===== src/rtl/cla_nibble_seq_pkg.sv =====
// cla_seq_pkg: shared types and constants for the nibble-serial CLA adder.
// Build option: define SUB_EN to enable subtraction (op = 1 computes a - b).
package cla_seq_pkg;

    // Controller states; the top maps these onto plain localparam codes.
    typedef enum logic [1:0] {
        IDLE = 2'd0,
        RUN  = 2'd1,
        DONE = 2'd2
    } state_e;

    // Width of the single time-shared carry-lookahead slice.
    localparam int NIBBLE_W = 4;

    // Number of slice passes needed for a WIDTH-bit operation.
    function automatic int nib_count(input int width);
        return width / NIBBLE_W;
    endfunction

endpackage


===== src/rtl/cla_nibble_seq_if.sv =====
// cla_nibble_seq_if: operand/result handshake bundle for cla_nibble_seq.
// master = operand producer / result consumer, slave = the adder.
interface cla_nibble_seq_if #(
    parameter int WIDTH = 16
);

    logic             in_valid;
    logic             in_ready;
    logic [WIDTH-1:0] a;
    logic [WIDTH-1:0] b;
    logic             cin;
    logic             op;
    logic             out_valid;
    logic             out_ready;
    logic [WIDTH-1:0] sum;
    logic             cout;
    logic             ovf;

    modport master (
        output in_valid,
        output a,
        output b,
        output cin,
        output op,
        output out_ready,
        input  in_ready,
        input  out_valid,
        input  sum,
        input  cout,
        input  ovf
    );

    modport slave (
        input  in_valid,
        input  a,
        input  b,
        input  cin,
        input  op,
        input  out_ready,
        output in_ready,
        output out_valid,
        output sum,
        output cout,
        output ovf
    );

endinterface


===== src/rtl/cla_nibble_seq_cla.sv =====
// CLA: purely combinational 4-bit carry-lookahead slice (a + b + c0).
// Every carry is formed directly from generate/propagate terms, so no
// ripple path exists inside the slice.
module CLA
    import cla_seq_pkg::*;
(
    input  logic [NIBBLE_W-1:0] a,
    input  logic [NIBBLE_W-1:0] b,
    input  logic                c0,
    output logic [NIBBLE_W-1:0] s,
    output logic                c4
);

    logic [NIBBLE_W-1:0] p;
    logic [NIBBLE_W-1:0] g;
    logic [NIBBLE_W:0]   c;

    assign p = a ^ b;
    assign g = a & b;

    assign c[0] = c0;
    assign c[1] = g[0] | (p[0] & c0);
    assign c[2] = g[1] | (p[1] & g[0]) | (p[1] & p[0] & c0);
    assign c[3] = g[2] | (p[2] & g[1]) | (p[2] & p[1] & g[0])
                | (p[2] & p[1] & p[0] & c0);
    assign c[4] = g[3] | (p[3] & g[2]) | (p[3] & p[2] & g[1])
                | (p[3] & p[2] & p[1] & g[0])
                | (p[3] & p[2] & p[1] & p[0] & c0);

    assign s  = p ^ c[NIBBLE_W-1:0];
    assign c4 = c[NIBBLE_W];

endmodule


===== src/rtl/cla_nibble_seq.sv =====
// cla_nibble_seq: WIDTH-bit adder that reuses one 4-bit CLA slice for
// NIB = WIDTH/4 cycles, carrying between nibbles through a register.
// Build option: SUB_EN -- when defined, op = 1 computes a + ~b + 1 and
// ignores cin; when undefined, op is ignored and no inversion logic exists.
module cla_nibble_seq
    import cla_seq_pkg::*;
#(
    parameter int WIDTH = 16
) (
    input  logic             clk,
    input  logic             rst_n,
    cla_nibble_seq_if.slave  bus
);

    localparam int NIB = nib_count(WIDTH);
    localparam int K_W = (NIB > 1) ? $clog2(NIB) : 1;

    localparam logic [1:0] ST_IDLE = IDLE;
    localparam logic [1:0] ST_RUN  = RUN;
    localparam logic [1:0] ST_DONE = DONE;

    generate
        if ((WIDTH % NIBBLE_W) != 0 || WIDTH < NIBBLE_W) begin : g_width_check
            $error("cla_nibble_seq: WIDTH must be a non-zero multiple of 4");
        end
    endgenerate

    // Control state
    logic [1:0]       state_reg;
    logic [1:0]       state_next;
    logic [K_W-1:0]   k_reg;
    logic             in_ready_reg;
    logic             out_valid_reg;

    // Latched operands and result
    logic [WIDTH-1:0] a_reg;
    logic [WIDTH-1:0] b_reg;
    logic             carry_reg;
    logic [WIDTH-1:0] sum_reg;
    logic             cout_reg;
    logic             ovf_reg;

    // Slice connections
    logic [NIBBLE_W-1:0] a_nibs [NIB];
    logic [NIBBLE_W-1:0] b_nibs [NIB];
    logic [NIBBLE_W-1:0] slice_s;
    logic                slice_c4;
    logic [WIDTH-1:0]    sum_run;

    logic             accept;
    logic             last_nib;
    logic             ovf_calc;
    logic [WIDTH-1:0] b_in_eff;
    logic             c_in_eff;

    assign accept   = (state_reg == ST_IDLE) && bus.in_valid && in_ready_reg;
    assign last_nib = (k_reg == K_W'(NIB - 1));

    // Subtraction is folded into the operands at acceptance so the RUN
    // datapath is identical for add and subtract.
`ifdef SUB_EN
    assign b_in_eff = bus.op ? ~bus.b : bus.b;
    assign c_in_eff = bus.op ? 1'b1   : bus.cin;
`else
    logic unused_op;
    assign unused_op = bus.op;
    assign b_in_eff  = bus.b;
    assign c_in_eff  = bus.cin;
`endif

    // Split the latched operands into nibbles and build the merged sum
    // with the current slice output dropped into nibble k.
    generate
        for (genvar gi = 0; gi < NIB; gi++) begin : g_nib
            assign a_nibs[gi] = a_reg[gi*NIBBLE_W +: NIBBLE_W];
            assign b_nibs[gi] = b_reg[gi*NIBBLE_W +: NIBBLE_W];
            assign sum_run[gi*NIBBLE_W +: NIBBLE_W] =
                (k_reg == K_W'(gi)) ? slice_s : sum_reg[gi*NIBBLE_W +: NIBBLE_W];
        end
    endgenerate

    CLA u_cla (
        .a  (a_nibs[k_reg]),
        .b  (b_nibs[k_reg]),
        .c0 (carry_reg),
        .s  (slice_s),
        .c4 (slice_c4)
    );

    // Signed overflow: operands share a sign and the result sign differs.
    // slice_s[3] is the MSB of the result during the final nibble.
    assign ovf_calc = (a_reg[WIDTH-1] ~^ b_reg[WIDTH-1])
                    & (slice_s[NIBBLE_W-1] != a_reg[WIDTH-1]);

    // Next-state selection for the IDLE -> RUN -> DONE sequence.
    always_comb begin
        state_next = state_reg;
        case (state_reg)
            ST_IDLE: if (accept)        state_next = ST_RUN;
            ST_RUN:  if (last_nib)      state_next = ST_DONE;
            ST_DONE: if (bus.out_ready) state_next = ST_IDLE;
            default:                    state_next = ST_IDLE;
        endcase
    end

    // Control registers; handshake outputs are registered copies of the
    // upcoming state so nothing combinational reaches the ports.
    always_ff @(posedge clk) begin
        if (!rst_n) begin
            state_reg     <= ST_IDLE;
            in_ready_reg  <= 1'b0;
            out_valid_reg <= 1'b0;
        end else begin
            state_reg     <= state_next;
            in_ready_reg  <= (state_next == ST_IDLE);
            out_valid_reg <= (state_next == ST_DONE);
        end
    end

    // Datapath: latch operands on acceptance, then one nibble per RUN cycle.
    always_ff @(posedge clk) begin
        if (!rst_n) begin
            k_reg     <= '0;
            a_reg     <= '0;
            b_reg     <= '0;
            carry_reg <= 1'b0;
            sum_reg   <= '0;
            cout_reg  <= 1'b0;
            ovf_reg   <= 1'b0;
        end else if (accept) begin
            a_reg     <= bus.a;
            b_reg     <= b_in_eff;
            carry_reg <= c_in_eff;
            k_reg     <= '0;
        end else if (state_reg == ST_RUN) begin
            sum_reg   <= sum_run;
            carry_reg <= slice_c4;
            k_reg     <= k_reg + K_W'(1);
            if (last_nib) begin
                cout_reg <= slice_c4;
                ovf_reg  <= ovf_calc;
            end
        end
    end

    assign bus.in_ready  = in_ready_reg;
    assign bus.out_valid = out_valid_reg;
    assign bus.sum       = sum_reg;
    assign bus.cout      = cout_reg;
    assign bus.ovf       = ovf_reg;

endmodule

===== src/flat_wrapper.sv =====
// flat-port wrapper written by rule: the top's interface ports become plain ports
module cla_nibble_seq_flat import cla_seq_pkg::*;
#(
    parameter int WIDTH = 16
)
  (clk, rst_n, bus_in_valid, bus_a, bus_b, bus_cin, bus_op, bus_out_ready, bus_in_ready, bus_out_valid, bus_sum, bus_cout, bus_ovf);
  cla_nibble_seq_if #(.WIDTH(WIDTH)) bus_i ();
  input  logic clk;
  input  logic rst_n;
  input wire logic [$bits(bus_i.in_valid)-1:0] bus_in_valid;
  input wire logic [$bits(bus_i.a)-1:0] bus_a;
  input wire logic [$bits(bus_i.b)-1:0] bus_b;
  input wire logic [$bits(bus_i.cin)-1:0] bus_cin;
  input wire logic [$bits(bus_i.op)-1:0] bus_op;
  input wire logic [$bits(bus_i.out_ready)-1:0] bus_out_ready;
  output wire logic [$bits(bus_i.in_ready)-1:0] bus_in_ready;
  output wire logic [$bits(bus_i.out_valid)-1:0] bus_out_valid;
  output wire logic [$bits(bus_i.sum)-1:0] bus_sum;
  output wire logic [$bits(bus_i.cout)-1:0] bus_cout;
  output wire logic [$bits(bus_i.ovf)-1:0] bus_ovf;
  assign bus_i.in_valid = bus_in_valid;
  assign bus_i.a = bus_a;
  assign bus_i.b = bus_b;
  assign bus_i.cin = bus_cin;
  assign bus_i.op = bus_op;
  assign bus_i.out_ready = bus_out_ready;
  assign bus_in_ready = bus_i.in_ready;
  assign bus_out_valid = bus_i.out_valid;
  assign bus_sum = bus_i.sum;
  assign bus_cout = bus_i.cout;
  assign bus_ovf = bus_i.ovf;
  cla_nibble_seq #(.WIDTH(WIDTH)) u_core (.clk(clk), .rst_n(rst_n), .bus(bus_i));
endmodule

===== config.mk =====
export PLATFORM = sky130hd
export DESIGN_NAME = cla_nibble_seq_flat
export DESIGN_NICKNAME = d
export VERILOG_FILES = /design/src/rtl/cla_nibble_seq_pkg.sv /design/src/rtl/cla_nibble_seq_if.sv /design/src/rtl/cla_nibble_seq_cla.sv /design/src/rtl/cla_nibble_seq.sv /design/src/flat_wrapper.sv
export SDC_FILE = /design/constraint.sdc
export NUM_CORES = 1
export LEC_CHECK = 0
export ABC_AREA = 1
export BUFFER_PORTS_ARGS = -buffer_cell sky130_fd_sc_hd__buf_2
export CAP_MARGIN = 10
export CORE_AREA = 5 5 98 100
export CTS_BUF_LIST = sky130_fd_sc_hd__clkbuf_8
export DETAILED_ROUTE_END_ITERATION = 10
export DIE_AREA = 0 0 103 105
export HOLD_SLACK_MARGIN = 0.06
export SLEW_MARGIN = 20
export SYNTH_ARGS = -nofsm -noshare
export SYNTH_HDL_FRONTEND = slang
export SYNTH_SLANG_ARGS = --single-unit

===== constraint.sdc =====
create_clock -name clk -period 2.3 [get_ports clk]
set_input_delay 0.115 -clock clk [delete_from_list [all_inputs] [get_ports clk]]
set_output_delay 0.115 -clock clk [all_outputs]
set_load 0.01 [all_outputs]

==> results of run 1 <==
[cell families (layout without fill, tap and decap cells)]
logic type / Yosys count / count (layout)
AND/OR/NAND/NOR: 122 / 122
AO/OA/AOI/OAI: 93 / 93
flip-flops: 57 / 57
buffers and inverters: 48 / 140
adder cells (fa/ha/maj): 9 / 9
XOR/XNOR: 2 / 2
[routing by layer]
| metal | part of all wire (%) | vias up | global-route usage (%) | wire (um) |
|---|---|---|---|---|
| li1 | - | 1258 | - | - |
| met1 | 48 | 1053 | 15.9 | 3020 |
| met5 | 0 | - | 0 | 0 |
| met3 | 6.6 | 9 | 4.26 | 413 |
| met2 | 44 | 65 | 18.5 | 2750 |
| met4 | 1.2 | 0 | 4.72 | 76 |
[worst max path at each step]
stage	slack, ns	endpoint	cells after the start	start
after floorplan	0.25	u_core.bus.ovf	13	u_core.k_reg[0]
after global placement	0.27	u_core.bus.ovf	11	u_core.k_reg[0]
after detailed placement	0.25	u_core.bus.ovf	11	u_core.k_reg[0]
after CTS	0.23	u_core.bus.ovf	11	u_core.k_reg[0]
after global routing	0.05	u_core.bus.ovf	11	u_core.k_reg[0]
final	0.24	u_core.bus.ovf	11	u_core.k_reg[0]
[Yosys cell counts (4+ instances only)]
| library cell | count |
|---|---|
| nor2_1 | 80 |
| o21bai_1 | 5 |
| inv_2 | 4 |
| o211ai_1 | 4 |
| buf_2 | 7 |
| ha_1 | 8 |
| inv_1 | 28 |
| o22ai_1 | 6 |
| dfxtp_1 | 57 |
| nand3_1 | 10 |
| o21ai_0 | 57 |
| a21oi_1 | 16 |
| nand2_1 | 21 |
[final cells by class]
class,count,area [sq um],share of cell area (%)
multi-input cells,226,1170,34.7
flip-flops and latches,57,1140,33.7
repair buffers,93,638,18.9
well taps,108,135,3.99
clock buffers,9,124,3.66
inverters,32,120,3.55
clock inverters,6,52.6,1.55
[what timing repair did]
item,CTS,global route
hold buffers,32,0
hold endpoints to repair,32,0
resized for setup,0,0
[metrics by stage]
stage / std cells / instance area [sq um] / hold WS (ns) / power, mW / setup WS (ns)
after floorplan: 331 / 2520 / 0.279 / 1.34 / 0.247
after global placement: 484 / 2890 / 0.366 / 1.44 / 0.269
after CTS: 531 / 3380 / 0.0690 / 2.36 / 0.230
after detailed placement: 484 / 2890 / 0.372 / 1.45 / 0.249
after global routing: 531 / 3380 / 0.124 / 2.47 / 0.0452
final: 531 / 3380 / 0.0926 / 2.33 / 0.240
[critical path: stages, from the launching register on]
cell     delay (ns)
dfxtp_1        0.33
inv_2          0.26
o21ai_0        0.12
o22ai_1        0.17
ha_1           0.30
or2_0          0.22
nand2_1        0.10
nand3_1        0.17
nand3_1        0.13
nand3_1        0.07
nand2_1        0.06
inv_1          0.03
[power groups by stage]
stage | Clock, mW | Combinational [mW] | Sequential [mW]
final | 0.859 | 0.387 | 1.08
after CTS | 0.892 | 0.389 | 1.08
after floorplan | 0 | 0.245 | 1.10
after global routing | 0.937 | 0.444 | 1.09
after global placement | 0 | 0.339 | 1.10
after detailed placement | 0 | 0.347 | 1.10
==> flow_summary_export.csv, run 1 <==
group,metric,value,unit
status,status,"complete, no violations",
floorplanning,start_util,29.4,%
cells_and_area,num_antenna_cells,0,
clock_tree,clock-sinks,57,
clock_tree,numCtsBuffers,9,
synthesis,synth.top_cells.by_area,"dfxtp_1 45%, nor2_1 12%, o21ai_0 11%",
cells_and_area,final_layout_size_suffix_gt1_share,20.1,%
synthesis,async_flop_share,0,%
timing,hold_viol,0,
synthesis,ys_seq_area_share,45.2,%
floorplanning,die-area,0.0108,sq mm
cells_and_area,nets,466,
synthesis,synth_cell_types,32,
synthesis,synth_top_family_by_area,"simple AND/OR/NAND/NOR gates",
job,cap_violations,0,
synthesis,synth.cell_area,0.00252,sq mm
synthesis,synth_seq_cells,57,
timing,slew_headroom,49.2,%
worst_setup_path,cp.required,2.54,ns
floorplanning,coreArea,0.00859,sq mm
cells_and_area,area_growth,34.0,%
timing,rsz0062_at_grt,"false",
clock_tree,cts_root_buf,"clkbuf_8",
cells_and_area,fin_util,39.4,%
synthesis,avgSynthCellArea,7.63,sq um
route,route.antenna.remaining_nets,0,
synthesis,ys.flop_type,"dfxtp_1",
synthesis,yosys_warnings,0,
synthesis,yosysTopAreaCell,"dfxtp_1",
floorplanning,rows,34,
clock_tree,clock_latency,0.34,ns
placement,gp_congestion,0.773,
grt,gr-total-overflow,0,
power,vdd_drop_max,0.301,mV
worst_setup_path,crit-reg2reg-launch,"u_core.k_reg[0]",
synthesis,synthAdderAreaFrac,4.76,%
worst_hold_path,hp-start,"bus_a[3]",
timing,max_freq,485,MHz
power,power_frac_comb,16.6,%
placement,portBuffers,56,
power,intPower,1.69,mW
timing,fin_tns_setup,0,ns
worst_setup_path,rr_worst_depth,11,
cells_and_area,final_cell_mix,"80 x nor2_1, 57 x o21ai_0, 57 x dfxtp_1",
power,p_sw,0.631,mW
route,wire_per_inst,11.8,um
synthesis,synth_edf_count,0,
synthesis,postSynthNetCount,378,
worst_setup_path,arrival,2.30,ns
synthesis,synthMuxAreaShare,0,%
worst_hold_path,hold_path_depth,3,
route,drc,0,
synthesis,synth_top_area_share,45.2,%
worst_setup_path,endpoint_kind,"flop",
clock_tree,clk_pin_slew,0.06,ns
clock_tree,postCtsSetupRepairBufs,0,
clock_tree,cts_tree,"done",
synthesis,syn_inst,331,
placement,place_hpwl,4300,um
power,power.density,687,mW/mm^2
power,switching_share,27.1,%
timing,min_period_over_period,89.6,%
clock_tree,clk_path_buf_depth,2,
route,first_iter_violations,102,
synthesis,synth_compound_area_share,20.0,%
grt,antenna_found_initial,0,
cells_and_area,fillers,921,
worst_setup_path,cp_max_fo,19,
power,pwr-share-seq,46.4,%
worst_setup_path,path_class,"flop to flop",
floorplanning,fp.dieW,103,um
floorplanning,ios,58,
synthesis,yosys.area_share.simple,21.0,%
power,power.leakage,1.55,nW
worst_hold_path,hold_class,"input pin to flop",
route,routed-via-count,2385,
grt,grt_usage,12.3,%
grt,grt_max_degree,54,
floorplanning,dieHeight,105,um
route,routed_wl,6260,um
route,drt-pass1-iter-count,4,
clock_tree,htreeDepth,3,
timing,worstMarginPinSlew,0.763,ns
worst_setup_path,worstReg2RegEnd,"u_core.bus.ovf",
timing,finalClockSkew,0.00705,ns
worst_setup_path,cp-start-kind,"flop",
timing,finalSetupViolations,0,
route,viasPerCell,4.49,
grt,grt_pass1_vias,2243,
timing,period_needed,2.06,ns
timing,drv_slew,0,
power,p_clk_share,36.9,%
cells_and_area,layout.cells.most_common,"nor2_1",
worst_setup_path,r2r_slack,0.24,ns
worst_hold_path,holdPathEnd,"u_core.a_reg[3]",
synthesis,synth_xor_area_share,0.694,%
grt,grt_pass1_wl,10400,um
(Power assumes the default switching activity.)
==> inputs of run 2 (changes only) <==
clock period = 1.8 ns   (was 2.3 ns; I/O delays follow)
==> flow_summary_export.csv, run 2 (synthesis gave the netlist of run 1 again) <==
group,metric,value,unit
power,power.density,862,mW/mm^2
floorplanning,fp.dieW,103,um
placement,place_hpwl,4690,um
route,drt-pass1-iter-count,4,
clock_tree,cts_tree,"done",
placement,portBuffers,56,
cells_and_area,final_layout_size_suffix_gt1_share,31.3,%
timing,setup_ws,-0.174,ns
clock_tree,clk_path_buf_depth,2,
status,status,"finished, violations left",
worst_setup_path,arrival,2.21,ns
timing,hold_viol,0,
timing,whs,0.0959,ns
cells_and_area,nets,481,
timing,rsz0062_at_grt,"true",
cells_and_area,fillers,901,
worst_setup_path,cp_max_fo,8,
worst_setup_path,path_common_cell,"nand2_2",
clock_tree,clock_latency,0.34,ns
route,routed_wl,6590,um
power,intPower,2.35,mW
cells_and_area,fin_cells,546,
placement,gp_congestion,0.751,
grt,antenna_found_initial,0,
cells_and_area,multi_input_comb_area,0.00134,sq mm
floorplanning,dieHeight,105,um
timing,max_freq,507,MHz
cells_and_area,final_cell_mix,"76 x nor2_1, 56 x buf_2, 56 x dfxtp_1",
cells_and_area,area_growth,48.0,%
cells_and_area,fin_util,43.5,%
worst_hold_path,hold_class,"input pin to flop",
placement,dp_cells,492,
power,switching_share,27.0,%
grt,grt_pass1_vias,2448,
floorplanning,rows,34,
cells_and_area,num_antenna_cells,0,
power,p_clk_share,36.5,%
route,route.antenna.remaining_nets,0,
grt,grt_max_degree,33,
worst_setup_path,cp.required,2.03,ns
worst_setup_path,critPathMaxStageDelay,0.39,ns
floorplanning,coreArea,0.00859,sq mm
grt,gr-total-overflow,0,
power,power.leakage,1.67,nW
grt,grt_usage,13.1,%
timing,slew_headroom,65.5,%
floorplanning,start_util,29.4,%
timing,worstMarginPinSlew,0.516,ns
status,violations,"negative setup slack",
route,first_iter_violations,64,
clock_tree,cts_root_buf,"clkbuf_8",
power,pwr-share-seq,43.1,%
timing,drv_slew,0,
route,routed-via-count,2455,
worst_setup_path,cpLargestDelayFamily,"simple AND/OR/NAND/NOR gates",
worst_setup_path,endpoint_kind,"flop",
power,power_frac_comb,20.3,%
cells_and_area,ff_latch_area,0.00114,sq mm
worst_setup_path,path_cells,"buf_12, inv_12, o21ai_2, o22ai_2, ha_1, or2_0, nand2_2, nand2_2, nand2_2, nand2_2, a21oi_2, nor2_1",
clock_tree,numCtsBuffers,9,
route,wire_per_inst,12.1,um
power,p_sw,0.870,mW
worst_setup_path,critPathBufInv,2,
timing,period_needed,1.97,ns
clock_tree,clk_pin_slew,0.06,ns
timing,finalClockSkew,0.00540,ns
floorplanning,ios,58,
clock_tree,clock-sinks,57,
job,cap_violations,0,
worst_setup_path,cp-start-kind,"flop",
floorplanning,die-area,0.0108,sq mm
worst_setup_path,path_class,"flop to flop",
route,viasPerCell,4.50,
timing,finalSetupViolations,19,
clock_tree,htreeDepth,3,
grt,grt_pass1_wl,11100,um
timing,min_period_over_period,110,%
route,drc,0,
cells_and_area,layout.cells.most_common,"nor2_1",
power,vdd_drop_max,0.504,mV
worst_setup_path,slowest_stage,"dfxtp_4",
run 2: metal layers:
metal	vias up	global-route usage, %	routed length [um]	share of wire [%]
met5	-	0	0	0
met3	8	4.73	412	6.3
met2	56	21.4	3130	47
met4	0	5.27	100	1.5
li1	1293	-	-	-
met1	1098	15.5	2950	45
run 2: stage by stage:
step | worst slack (ns) | TNS [ns] | cell area [sq um] | total power [mW]
2_1_floorplan | -0.0932 | -0.561 | 2550 | 1.73
4_1_cts | -0.137 | -1.32 | 3660 | 3.22
5_1_grt | -0.308 | -4.15 | 3740 | 3.40
3_5_place_dp | -0.209 | -2.22 | 2970 | 1.90
6_report | -0.174 | -2.02 | 3740 | 3.22
3_3_place_gp | -0.170 | -1.60 | 2970 | 1.89
run 2: path summary, 6_finish.rpt:
kind	from	endpoint	slack, ns	depth (start not counted)
max	u_core.k_reg[0]	u_core.carry_reg	-0.17	12
min	bus_b[15]	u_core.b_reg[15]	0.1	3
max reg2reg	u_core.k_reg[0]	u_core.carry_reg	-0.17	12
min reg2reg	u_core.a_reg[13]	u_core.a_reg[13]	0.49	2
run 2: power by group through the flow:
stage	combinational, mW	clock, mW	sequential (mW)
final	0.655	1.18	1.39
after global routing	0.738	1.27	1.40
after CTS	0.610	1.22	1.39
after detailed placement	0.484	0	1.41
after floorplan	0.324	0	1.40
after global placement	0.474	0	1.41
run 2: area by class of cell:
type	count	share of cell area, %
Tap cell	108	3.62
Inverter	32	3.55
Timing Repair Buffer	107	20.9
Clock buffer	11	4.05
Timing Repair inverter	1	0.234
Clock inverter	4	1.17
Multi-Input combinational cell	226	35.8
Sequential cell	57	30.6
run 2: what timing repair did:
| action | in CTS | in global routing |
|---|---|---|
| pin swaps | 10 | 18 |
| gates cloned | 2 | 0 |
| buffers inserted | 4 | 1 |
| hold buffers | 33 | 0 |
| endpoints found under the hold margin | 33 | 0 |
| setup endpoints to repair | 19 | 19 |
| resized for setup | 33 | 12 |
run 2: worst reg2reg max path, cell delays in order, from the launching register on:
cell and delay [ns]:
dfxtp_4 0.39, buf_12 0.16, inv_12 0.05, o21ai_2 0.13, o22ai_2 0.09, ha_1 0.33
or2_0 0.23, nand2_2 0.09, nand2_2 0.09, nand2_2 0.09, nand2_2 0.07, a21oi_2 0.12
nor2_1 0.05
==> inputs of run 3 (changes only) <==
clock period = 1.7 ns   (was 1.8 ns; I/O delays follow)
==> flow_summary_export.csv, run 3 (synthesis gave the netlist of run 1 again) <==
group,metric,value,unit
worst_setup_path,endpoint_kind,"flop",
timing,rsz0062_at_grt,"true",
route,met2_wirelength,3420,um
route,viasPerCell,4.57,
placement,portBuffers,56,
floorplanning,die-area,0.0108,sq mm
timing,max_freq,493,MHz
placement,gp_congestion,0.807,
floorplanning,start_util,29.4,%
placement,placed_area,0.00301,sq mm
worst_setup_path,cp_max_fo,8,
clock_tree,cts_tree,"done",
worst_setup_path,cp.required,1.95,ns
clock_tree,cts_root_buf,"clkbuf_8",
worst_setup_path,path_class,"flop to flop",
power,p_clk_share,42.5,%
power,switching_share,25.5,%
job,cap_violations,0,
grt,grt_pass1_wl,11200,um
power,power_frac_comb,19.3,%
power,power.density,988,mW/mm^2
route,wl_met3,394,um
worst_setup_path,critPathMaxStageDelay,0.41,ns
worst_setup_path,r2r_slack,-0.33,ns
clock_tree,clock-sinks,57,
power,power.leakage,1.73,nW
power,intPower,2.88,mW
timing,worstMarginPinSlew,0.451,ns
placement,dp_cells,495,
floorplanning,fp.dieW,103,um
cells_and_area,final_cell_mix,"74 x nor2_1, 56 x buf_2, 55 x dfxtp_1",
route,wire_per_inst,12.8,um
floorplanning,dieHeight,105,um
timing,finalSetupViolations,19,
worst_setup_path,crit-reg2reg-launch,"u_core.k_reg[0]",
worst_hold_path,hold_class,"input pin to flop",
grt,gr-total-overflow,0,
power,pwr-share-seq,38.2,%
grt,grt_pass1_vias,2415,
worst_setup_path,rr_worst_depth,12,
grt,antenna_found_initial,0,
worst_setup_path,endpoint,"u_core.bus.ovf",
cells_and_area,num_antenna_cells,0,
route,wl_met1,3090,um
timing,min_period_over_period,119,%
worst_setup_path,cpLargestDelayFamily,"simple AND/OR/NAND/NOR gates",
cells_and_area,final_layout_size_suffix_gt1_share,33.1,%
worst_setup_path,startpoint,"u_core.k_reg[0]",
timing,finalClockSkew,0.00800,ns
power,vdd_drop_max,0.362,mV
worst_setup_path,path_cells,"buf_12, inv_6, o21ai_1, o22ai_2, ha_4, nand4_1, nand2_4, nand2_4, nand3_1, nand3_1, nand2_1, inv_1",
clock_tree,clk_pin_slew,0.06,ns
worst_setup_path,worstReg2RegEnd,"u_core.bus.ovf",
timing,period_needed,2.03,ns
cells_and_area,fin_cells,552,
power,p_sw,0.986,mW
worst_setup_path,critPathBufInv,3,
floorplanning,coreArea,0.00859,sq mm
worst_setup_path,worst-path-stages,12,
cells_and_area,fin_area,0.00391,sq mm
timing,hold_viol,0,
clock_tree,clk_path_buf_depth,2,
route,routed-via-count,2523,
timing,slew_headroom,69.9,%
worst_setup_path,arrival,2.27,ns
timing,setup_ws,-0.329,ns
cells_and_area,nets,486,
status,status,"finished, violations left",
clock_tree,numCtsBuffers,9,
cells_and_area,area_growth,54.9,%
cells_and_area,fillers,842,
clock_tree,clock_latency,0.34,ns
timing,fin_tns_setup,-4.54,ns
route,highest_layer,"met4",
route,drt-pass1-iter-count,4,
cells_and_area,fin_util,45.5,%
grt,grt_usage,13.2,%
route,routed_wl,7090,um
cells_and_area,layout.cells.most_common,"nor2_1",
floorplanning,rows,34,
placement,place_hpwl,4730,um
route,first_iter_violations,87,
status,violations,"negative setup slack",
worst_setup_path,slowest_stage,"dfxtp_4",
timing,drv_slew,0,
route,drc,0,
clock_tree,htreeDepth,3,
worst_setup_path,cp-start-kind,"flop",
route,route.antenna.remaining_nets,0,
floorplanning,ios,58,
grt,grt_max_degree,33,
-- run 3: cell types whose count changed in the layout (fill, tap and decap cells not counted), moves of 2 or more --
cell and change:
o21ai_0 -2, clkinv_2 -2, nor2_1 -2, bufinv_16 +2, nand2_4 +2, a21oi_2 -4
inv_1 -2, a21oi_1 +4, buf_4 +2, clkinvlp_4 +2
-- run 3: power groups by stage --
stage / clock network [mW] / registers, mW / logic (mW)
after detailed placement: 0 / 1.49 / 0.530
after floorplan: 0 / 1.49 / 0.343
final: 1.64 / 1.48 / 0.745
after global placement: 0 / 1.49 / 0.518
after global routing: 1.73 / 1.48 / 0.830
after CTS: 1.67 / 1.47 / 0.670
-- run 3: area by class of cell --
cell class                      count  area (sq um)  share of cell area, %
Multi-Input combinational cell    226          1370                   35.1
Sequential cell                    57          1150                   29.4
Timing Repair Buffer              111           842                   21.5
Clock buffer                       12           165                   4.22
Inverter                           32           136                   3.49
Tap cell                          108           135                   3.45
Clock inverter                      4          97.6                   2.50
Timing Repair inverter              2          13.8                  0.352
-- run 3: per-layer routing --
metal | track usage (%) | up-vias
li1 | - | 1306
met1 | 16.0 | 1136
met2 | 21.7 | 67
met3 | 4.00 | 14
met4 | 4.72 | 0
met5 | 0 | -
-- run 3: how the worst min path moves through the flow --
stage	cells after the start	slack, ns	endpoint	startpoint
after floorplan	2	0.25	u_core.a_reg[12]	bus_a[12]
after global placement	3	0.33	u_core.a_reg[1]	bus_a[1]
after detailed placement	3	0.34	u_core.b_reg[2]	bus_b[2]
after CTS	3	0.08	u_core.state_reg[1]	bus_out_ready
after global routing	3	0.09	u_core.bus.out_valid	bus_out_ready
final	3	0.1	u_core.state_reg[1]	bus_out_ready
-- run 3: repair_timing --
| item | 4_1_cts | 5_1_grt |
|---|---|---|
| hold buffers | 33 | 0 |
| setup buffers | 3 | 1 |
| hold endpoints to repair | 33 | 0 |
| pin swaps | 4 | 8 |
| gates cloned | 2 | 2 |
| resized for setup | 24 | 31 |
| endpoints found under the setup margin | 19 | 19 |
-- run 3: tightest hold or removal path, cell delays in order --
cell,delay [ns]
buf_2,0.08
nand3b_1,0.15
a21oi_1,0.08
-- run 3: stage by stage --
step | hold WS (ns) | total power [mW] | setup slack [ns]
after floorplan | 0.249 | 1.83 | -0.193
after global placement | 0.334 | 2.01 | -0.287
after detailed placement | 0.341 | 2.02 | -0.356
after CTS | 0.0797 | 3.81 | -0.240
after global routing | 0.0946 | 4.05 | -0.400
final | 0.0969 | 3.86 | -0.329
